--- src/rtl/nd_1to2_router.sv ---
// nd_1to2_router: steers each message arriving on the i0 req/ack channel to
// sink o0 or o1 according to a compare (or range) test on its destination.
// Every output owns a 2-entry FIFO, so a slow sink only holds up the input
// once its own FIFO is full.

`ifndef NS_EQ_OP
`define NS_EQ_OP 0
`endif
`ifndef NS_NE_OP
`define NS_NE_OP 1
`endif
`ifndef NS_GT_OP
`define NS_GT_OP 2
`endif
`ifndef NS_GE_OP
`define NS_GE_OP 3
`endif
`ifndef NS_LT_OP
`define NS_LT_OP 4
`endif
`ifndef NS_LE_OP
`define NS_LE_OP 5
`endif
`ifndef NS_FALSE
`define NS_FALSE 0
`endif
`ifndef NS_TRUE
`define NS_TRUE 1
`endif
`ifndef NS_ADDRESS_SIZE
`define NS_ADDRESS_SIZE 8
`endif
`ifndef NS_DATA_SIZE
`define NS_DATA_SIZE 8
`endif

module nd_1to2_router #(
    parameter int OPER_1    = `NS_GT_OP,
    parameter int REF_VAL_1 = 0,
    parameter int IS_RANGE  = `NS_FALSE,
    parameter int OPER_2    = `NS_GT_OP,
    parameter int REF_VAL_2 = 0,
    parameter int ASZ       = `NS_ADDRESS_SIZE,
    parameter int DSZ       = `NS_DATA_SIZE
) (
    input  logic           i_clk,
    input  logic           reset,
    input  logic [ASZ-1:0] i0_src,
    input  logic [ASZ-1:0] i0_dst,
    input  logic [DSZ-1:0] i0_dat,
    input  logic           i0_req,
    output logic           i0_ack,
    output logic [ASZ-1:0] o0_src,
    output logic [ASZ-1:0] o0_dst,
    output logic [DSZ-1:0] o0_dat,
    output logic           o0_req,
    input  logic           o0_ack,
    output logic [ASZ-1:0] o1_src,
    output logic [ASZ-1:0] o1_dst,
    output logic [DSZ-1:0] o1_dat,
    output logic           o1_req,
    input  logic           o1_ack,
    output logic           o_busy
);

    localparam int MSZ = 2 * ASZ + DSZ;
    localparam logic [ASZ-1:0] REF_1 = ASZ'(REF_VAL_1);
    localparam logic [ASZ-1:0] REF_2 = ASZ'(REF_VAL_2);

    typedef enum logic {IN_IDLE, IN_ACK} in_state_t;

    in_state_t      in_state;
    in_state_t      in_next;
    logic           sel;
    logic           wr0;
    logic           wr1;
    logic           full0;
    logic           full1;
    logic           active0;
    logic           active1;
    logic [MSZ-1:0] msg0;
    logic [MSZ-1:0] msg1;

    function automatic logic compare(input int op, input logic [ASZ-1:0] a,
                                     input logic [ASZ-1:0] b);
        logic result;
        case (op)
            `NS_EQ_OP: result = (a == b);
            `NS_NE_OP: result = (a != b);
            `NS_GT_OP: result = (a > b);
            `NS_GE_OP: result = (a >= b);
            `NS_LT_OP: result = (a < b);
            `NS_LE_OP: result = (a <= b);
            default:   result = 1'b0;
        endcase
        return result;
    endfunction

    // In range mode the destination must satisfy both compares
    assign sel = (IS_RANGE != `NS_FALSE) ?
                 (compare(OPER_1, i0_dst, REF_1) && compare(OPER_2, i0_dst, REF_2)) :
                 compare(OPER_1, i0_dst, REF_1);

    // Input handshake state register
    always_ff @(posedge i_clk or negedge reset) begin
        if (!reset) begin
            in_state <= IN_IDLE;
        end else begin
            in_state <= in_next;
        end
    end

    // Accept only into the FIFO the message routes to; a full target blocks the input
    always_comb begin
        in_next = in_state;
        wr0     = 1'b0;
        wr1     = 1'b0;
        case (in_state)
            IN_IDLE: begin
                if (i0_req && !(sel ? full1 : full0)) begin
                    wr0     = !sel;
                    wr1     = sel;
                    in_next = IN_ACK;
                end
            end
            IN_ACK: begin
                if (!i0_req) begin
                    in_next = IN_IDLE;
                end
            end
            default: in_next = IN_IDLE;
        endcase
    end

    assign i0_ack = (in_state == IN_ACK);

    nd_router_port #(.MSZ(MSZ)) port0 (
        .i_clk  (i_clk),
        .reset  (reset),
        .wr     (wr0),
        .wr_msg ({i0_src, i0_dst, i0_dat}),
        .ack    (o0_ack),
        .full   (full0),
        .req    (o0_req),
        .msg    (msg0),
        .active (active0)
    );

    nd_router_port #(.MSZ(MSZ)) port1 (
        .i_clk  (i_clk),
        .reset  (reset),
        .wr     (wr1),
        .wr_msg ({i0_src, i0_dst, i0_dat}),
        .ack    (o1_ack),
        .full   (full1),
        .req    (o1_req),
        .msg    (msg1),
        .active (active1)
    );

    assign {o0_src, o0_dst, o0_dat} = msg0;
    assign {o1_src, o1_dst, o1_dat} = msg1;

    // Busy flag is registered so it never glitches on the combinational decode
    always_ff @(posedge i_clk or negedge reset) begin
        if (!reset) begin
            o_busy <= 1'b0;
        end else begin
            o_busy <= active0 | active1 | i0_ack | o0_req | o1_req;
        end
    end

endmodule

// nd_router_port: one output of the router, a 2-entry FIFO feeding a
// req/ack sender. The head entry stays in the FIFO until the sink acks it.
module nd_router_port #(
    parameter int MSZ = 24
) (
    input  logic           i_clk,
    input  logic           reset,
    input  logic           wr,
    input  logic [MSZ-1:0] wr_msg,
    input  logic           ack,
    output logic           full,
    output logic           req,
    output logic [MSZ-1:0] msg,
    output logic           active
);

    typedef enum logic [1:0] {OUT_IDLE, OUT_REQ, OUT_WAIT} out_state_t;

    out_state_t     state;
    out_state_t     state_next;
    logic [MSZ-1:0] mem [2];
    logic           wr_ptr;
    logic           rd_ptr;
    logic [1:0]     count;
    logic           pop;
    logic           load;

    assign full   = (count == 2'd2);
    assign active = (count != 2'd0) || (state != OUT_IDLE);

    // Sender sequencing: present head, wait for ack, then wait for ack release
    always_comb begin
        state_next = state;
        pop        = 1'b0;
        load       = 1'b0;
        case (state)
            OUT_IDLE: begin
                if (count != 2'd0) begin
                    load       = 1'b1;
                    state_next = OUT_REQ;
                end
            end
            OUT_REQ: begin
                if (ack) begin
                    pop        = 1'b1;
                    state_next = OUT_WAIT;
                end
            end
            OUT_WAIT: begin
                if (!ack) begin
                    state_next = OUT_IDLE;
                end
            end
            default: state_next = OUT_IDLE;
        endcase
    end

    // Sender registers; the message holds its last value while idle
    always_ff @(posedge i_clk or negedge reset) begin
        if (!reset) begin
            state <= OUT_IDLE;
            req   <= 1'b0;
            msg   <= '0;
        end else begin
            state <= state_next;
            req   <= (state_next == OUT_REQ);
            if (load) begin
                msg <= mem[rd_ptr];
            end
        end
    end

    // FIFO storage and bookkeeping; a simultaneous write and pop leaves count alone
    always_ff @(posedge i_clk or negedge reset) begin
        if (!reset) begin
            mem[0] <= '0;
            mem[1] <= '0;
            wr_ptr <= 1'b0;
            rd_ptr <= 1'b0;
            count  <= 2'd0;
        end else begin
            if (wr) begin
                mem[wr_ptr] <= wr_msg;
                wr_ptr      <= wr_ptr + 1'b1;
            end
            if (pop) begin
                rd_ptr <= rd_ptr + 1'b1;
            end
            case ({wr, pop})
                2'b10:   count <= count + 2'd1;
                2'b01:   count <= count - 2'd1;
                default: count <= count;
            endcase
        end
    end

endmodule

--- config.mk ---
export PLATFORM = sky130hd
export DESIGN_NAME = nd_1to2_router
export DESIGN_NICKNAME = d
export VERILOG_FILES = /design/src/rtl/nd_1to2_router.sv
export SDC_FILE = /design/constraint.sdc
export NUM_CORES = 1
export LEC_CHECK = 0
export BUFFER_PORTS_ARGS = -buffer_cell sky130_fd_sc_hd__buf_2
export CORE_UTILIZATION = 40
export DETAILED_ROUTE_END_ITERATION = 6
export SETUP_SLACK_MARGIN = 0.5
export SLEW_MARGIN = 0
export SYNTH_ARGS = -nofsm -noshare
export SYNTH_HDL_FRONTEND = slang
export SYNTH_SLANG_ARGS = --single-unit
--- constraint.sdc ---
create_clock -name i_clk -period 3.43 [get_ports i_clk]
set_clock_uncertainty 0.2 [all_clocks]
set_input_delay 0.5145 -clock i_clk [delete_from_list [all_inputs] [get_ports i_clk]]
set_output_delay 0.5145 -clock i_clk [all_outputs]
set_load 0.05 [all_outputs]
### Yosys cells after proc, flatten, opt, wreduce, memory -nomap -nowiden

Index checks and enable logic that the tools add are counted.

* output and inout bits: 52
* register bits: 160
* word-level logic and storage cells: 107
* input bits: 29

* muxes and demuxes: 38
* add/sub/neg operators: 8
* magnitude comparators: 7
* equality and inequality tests: 12
* bitwise operators: 9
* reductions and logical operators: 15

Operator list (count)
* 2-to-1 mux 24 bit: 8
* bitwise mux 48 bit: 2
* demux 24 bit (select 1 bit): 2
* 2-to-1 mux 1 bit: 15
* equality test 2 x 1 -> 1 bit (second input constant): 6
* equality test 2 bit (second input constant): 6
* 2-to-1 mux 2 bit: 6
* case mux 2 bit (3 select lines): 2
* nonzero test 2 bit: 6
* >= comparator 2 bit (second input constant): 4
* greater-than comparator 8 x 1 -> 1 bit (second input constant): 1
* NOT 1 -> 2 bit: 4
* case mux 2 bit (2 select lines): 2
* adder 1 bit (second input constant): 4
* adder 2 x 1 -> 2 bit (second input constant): 2
* zero test 2 bit: 2
* < comparator 2 x 1 -> 1 bit (second input constant): 2
* OR 1 bit: 4
* subtractor 2 x 1 -> 2 bit (second input constant): 2
* logical AND 1 bit: 3
* zero test 1 bit: 2
* logical OR 1 bit: 2
* case mux 1 bit (2 select lines): 1
* NOT 1 bit: 1

### Depth between registers and ports, before layout

* depth after elaboration: 8
* mapped depth: 7
* depth with buffers taken out: 7

### Cells and area by module

A second synthesis with hierarchy kept.

* cells, all modules: 426
* area, all modules: 6690.2 um^2

By module, submodules not included
* nd_router_port: seq. area each 1976.9 um^2, instances 2, cells each 206, area each 3274.4 um^2
* nd_1to2_router: seq. area each 50.0 um^2, instances 1, cells each 14, area each 141.4 um^2

### Least setup slack after synthesis

OpenSTA, ideal clock, no wires.

* path kind: register to register
* from: register in_state (netlist: i0_ack)
* to: register port1.mem[27] in the netlist's numbering
* data required time: 3105 ps
* period minus slack after synthesis: 2158 ps
* library setup time: 125 ps
* stages on the path, launching flop included: 6
* arrival: 1833 ps
* buffers on the path: 1
* slack: 1272 ps
* cells stage by stage: dfrtp_1 nor2b_4 and2_1 nor3b_4 buf_6 mux2_2

* cells in the longest elaborated chain, start to end: 1

RTL lines
* start: declaration: line 72 `in_state_t in_state;`
* start signal: assignment: line 109 `in_state <= in_next;`
* 2-to-1 mux 1 bit: line 118 `case (in_state)`
* end signal: indexed assignment: line 257 `mem[wr_ptr] <= wr_msg;`
* end: declaration: line 195 `logic [MSZ-1:0] mem [2];`

Every way passes these cells.
A chain may end at the register's enable or synchronous reset.

### Final worst setup path

* from: register in_state (netlist: i0_ack)
* to: register port1.mem[16] in the netlist's numbering

The elaborated chain is that of the path after synthesis.

==> results.rst <==
.. list-table::
   :header-rows: 1

   * - Metric
     - Value
   * - Type of the worst setup path
     - flop to flop
   * - Std-Cell Core Area
     - 0.01589 mm2
   * - Leakage power summed over all cells
     - 3.711 nW
   * - EDFF count, synth
     - 0
   * - Yosys top cell area share
     - 0.6147
   * - Yosys reg bits
     - 160
   * - Detailed-route wire length per cell
     - 16.24 um
   * - Place WS
     - 0.7606 ns
   * - Antenna violations before repair
     - 0
   * - Die height
     - 129.6 um
   * - Post-synth net total
     - 504
   * - Synthesis warning total
     - 0
   * - Worst Hold Endpoint
     - port0.state[1]
   * - Number of nets in the finished design
     - 588
   * - Met3 wire len
     - 697 um
   * - PwrDens
     - 1054 mW/mm2
   * - Global-route wire length before repair
     - 21090 um
   * - Detailed-route wire length
     - 12750 um
   * - Number of I/O port buffers
     - 80
   * - Placement Rows
     - 46
   * - Synth cell types
     - 34
   * - Synth Cell Area
     - 0.006514 mm2
   * - Setup repair after global routing missed its margin
     - false
   * - Hold Startpoint
     - o0_ack
   * - Critical path launch point type
     - flop
   * - Final min period
     - 2.270 ns
   * - Cells taking the most area after synthesis
     - sky130_fd_sc_hd__dfrtp_1, sky130_fd_sc_hd__mux2_2, sky130_fd_sc_hd__mux2i_1, sky130_fd_sc_hd__a21oi_1, sky130_fd_sc_hd__nor2_1
   * - Max transition margin
     - 0.4886
   * - Crit path required time
     - 3.54 ns
   * - Global-route usage over all layers
     - 0.1691
   * - Run status
     - finished, final reports clean
   * - ANT cells
     - 0
   * - Worst reg2reg setup slack
     - 1.16 ns
   * - Worst slew pin tran
     - 0.7670 ns
   * - Remaining global-route overflow
     - 0
   * - Number of instances in the synthesized netlist
     - 473
   * - Clock root buffer
     - sky130_fd_sc_hd__clkbuf_16
   * - Maximum fanout count along the critical path
     - 24
   * - Post-CTS setup buffers
     - 0
   * - Largest net degree at the start of global routing
     - 85
   * - Met1 Wirelength
     - 6032 um
   * - Post-Synthesis Mean Instance Area
     - 13.77 um2
   * - Clock transition at path regs
     - 0.06 ns
   * - CTS tree
     - built
   * - CTS Hold Bufs
     - 1
   * - Cell depth of the worst hold path
     - 2
   * - PostCTS Resize Cnt
     - 0
   * - Longest Clk Path Bufs
     - 2
   * - Part of the Yosys area used for sequential elements
     - 0.6147
   * - Fillers
     - 1437
   * - Hold Fails Final Rpt
     - 0
   * - Final worst slack
     - 1.160 ns
   * - R2R Path Start
     - i0_ack
   * - Initial DRC count
     - 211
   * - Met2 layer wire length in the routed design
     - 5827 um
   * - DRC violations left
     - 0
   * - Number of cell instances on the worst register-to-register path
     - 4
   * - Vias
     - 3850
   * - DRT antenna net count
     - 0
   * - Clock insertion delay at the later pin of the skew report
     - 0.43 ns
   * - Initial core utilization
     - 0.4101
   * - Commonest cells after routing, fill and taps aside
     - sky130_fd_sc_hd__dfrtp_1, sky130_fd_sc_hd__buf_2, sky130_fd_sc_hd__mux2_2
   * - Width of the chip
     - 129.6 um
   * - Layout cells sized above 1
     - 0.3673
   * - Top layer reached by signal wires
     - met4
   * - Count of final setup violators
     - 0
   * - Most frequent standard cell in the layout excluding fill and tap cells
     - sky130_fd_sc_hd__dfrtp_1
   * - Nature of the critical path endpoint
     - flop
   * - Hold Crit Class
     - primary input to flop
   * - Final cycle utilization of the critical path
     - 0.6618
   * - Top_reg_cell synth
     - sky130_fd_sc_hd__dfrtp_1
   * - Clk sink count
     - 160
   * - Final weighted congestion in routability-driven placement
     - 0.7163
   * - VDD IR-drop max
     - 0.4617 mV
   * - Share of flip-flops with an asynchronous set or reset
     - 1.000
   * - Floorplan die area
     - 0.01680 mm2
   * - Vias per inst
     - 4.904
   * - Number of iterations in the first detailed-routing pass
     - 4
   * - # H-tree levels
     - 4
   * - Total CTS buffers
     - 17
   * - Count of maximum capacitance violations
     - 0
   * - Final total negative setup slack
     - 0 ns
   * - Number of pins exceeding their max-slew limit in the final report
     - 0
   * - Via count of the first global-routing pass
     - 4017
   * - Largest area contributor in the netlist
     - sky130_fd_sc_hd__dfrtp_1
   * - Growth of design area from synthesis to finish
     - 18.96%
   * - End of the worst register-to-register path
     - port1.mem[16]
   * - Boundary pin count
     - 81
   * - Worst hold margin
     - 0.1342 ns
   * - Max frequency
     - 440.5 MHz
   * - Worst EP arrival
     - 2.38 ns
   * - HPWL reported at the end of detailed placement
     - 8385 um
[critical path, cell delays in order, from the launching register on]
cell	delay [ns]
sky130_fd_sc_hd__dfrtp_1	0.47
sky130_fd_sc_hd__nor2b_4	0.20
sky130_fd_sc_hd__and2_1	0.20
sky130_fd_sc_hd__nand3_2	0.57
sky130_fd_sc_hd__mux2_2	0.50
[cell families after synthesis]
logic type / share of synthesized area
fa+ha+maj: 0.003841
flops: 0.6147
buf+inv: 0.02132
xor+xnor: 0.01614
compound gates: 0.03842
mux: 0.2190
simple gates: 0.08663
[synth_stat cells (all sizes together) (2+ instances only)]
master	n
xor2	6
xnor2	6
dfrtp	160
and3b	2
nor2	53
nand4	3
nand2	2
or2	4
nor3	3
and2	12
nor4	3
ha	2
nor2b	9
mux2i	48
a21oi	48
clkbuf	12
mux2	80
nand2b	2
nor3b	3
buf	12
[routing by layer]
metal	up-vias	global-route usage
met5	-	0
met4	0	0.06156
met3	20	0.05987
met2	78	0.2576
met1	1944	0.2226
li1	1808	-
[power by group]
part           leakage, nW  switching, W  internal (W)
clock network        0.296      0.000726       0.00120
registers             1.99      0.000389       0.00259
logic                 1.43       0.00217       0.00109
[cell type report]
type	count	area (um2)	area share
Clock buffer	22	474.2	0.06120
Clock inverter	9	130.1	0.01679
Multi-Input combinational cell	289	2381	0.3073
Sequential cell	160	4004	0.5167
Tap cell	216	270.3	0.03488
Timing Repair Buffer	89	489.2	0.06314
[worst max path at each step]
stage,startpoint,to,cells past startpoint
2_1_floorplan,i0_ack,port1.mem[27],5
3_3_place_gp,i0_dst[0],port0.mem[40],5
3_5_place_dp,i0_dst[0],port0.mem[25],5
4_1_cts,i0_ack,port1.mem[16],4
5_1_grt,i0_ack,port1.mem[13],4
6_report,i0_ack,port1.mem[16],4
[registers in the layout, summed over array words and instances (netlist names)]
name          flops
port0.mem        48
port1.msg        24
port1.wr_ptr      1
port1.count       2
o_busy            1
port0.wr_ptr      1
i0_ack            1
port0.count       2
port0.req         1
port0.msg        24
port0.rd_ptr      1
port1.rd_ptr      1
port0.state       2
port1.mem        48
port1.req         1
port1.state       2
[metrics by stage]
| step | utilization | instances | total power (W) | instance area, um2 |
|---|---|---|---|---|
| after floorplan | - | 473 | 0.005512 | 6514 |
| after global placement | 0.4491 | 753 | 0.006198 | 7134 |
| after detailed placement | 0.4491 | 753 | 0.006311 | 7134 |
| after CTS | 0.4878 | 785 | 0.008264 | 7749 |
| after global routing | 0.4878 | 785 | 0.008668 | 7749 |
| final | 0.4878 | 785 | 0.008165 | 7749 |
Power figures use the tool's default switching activity.
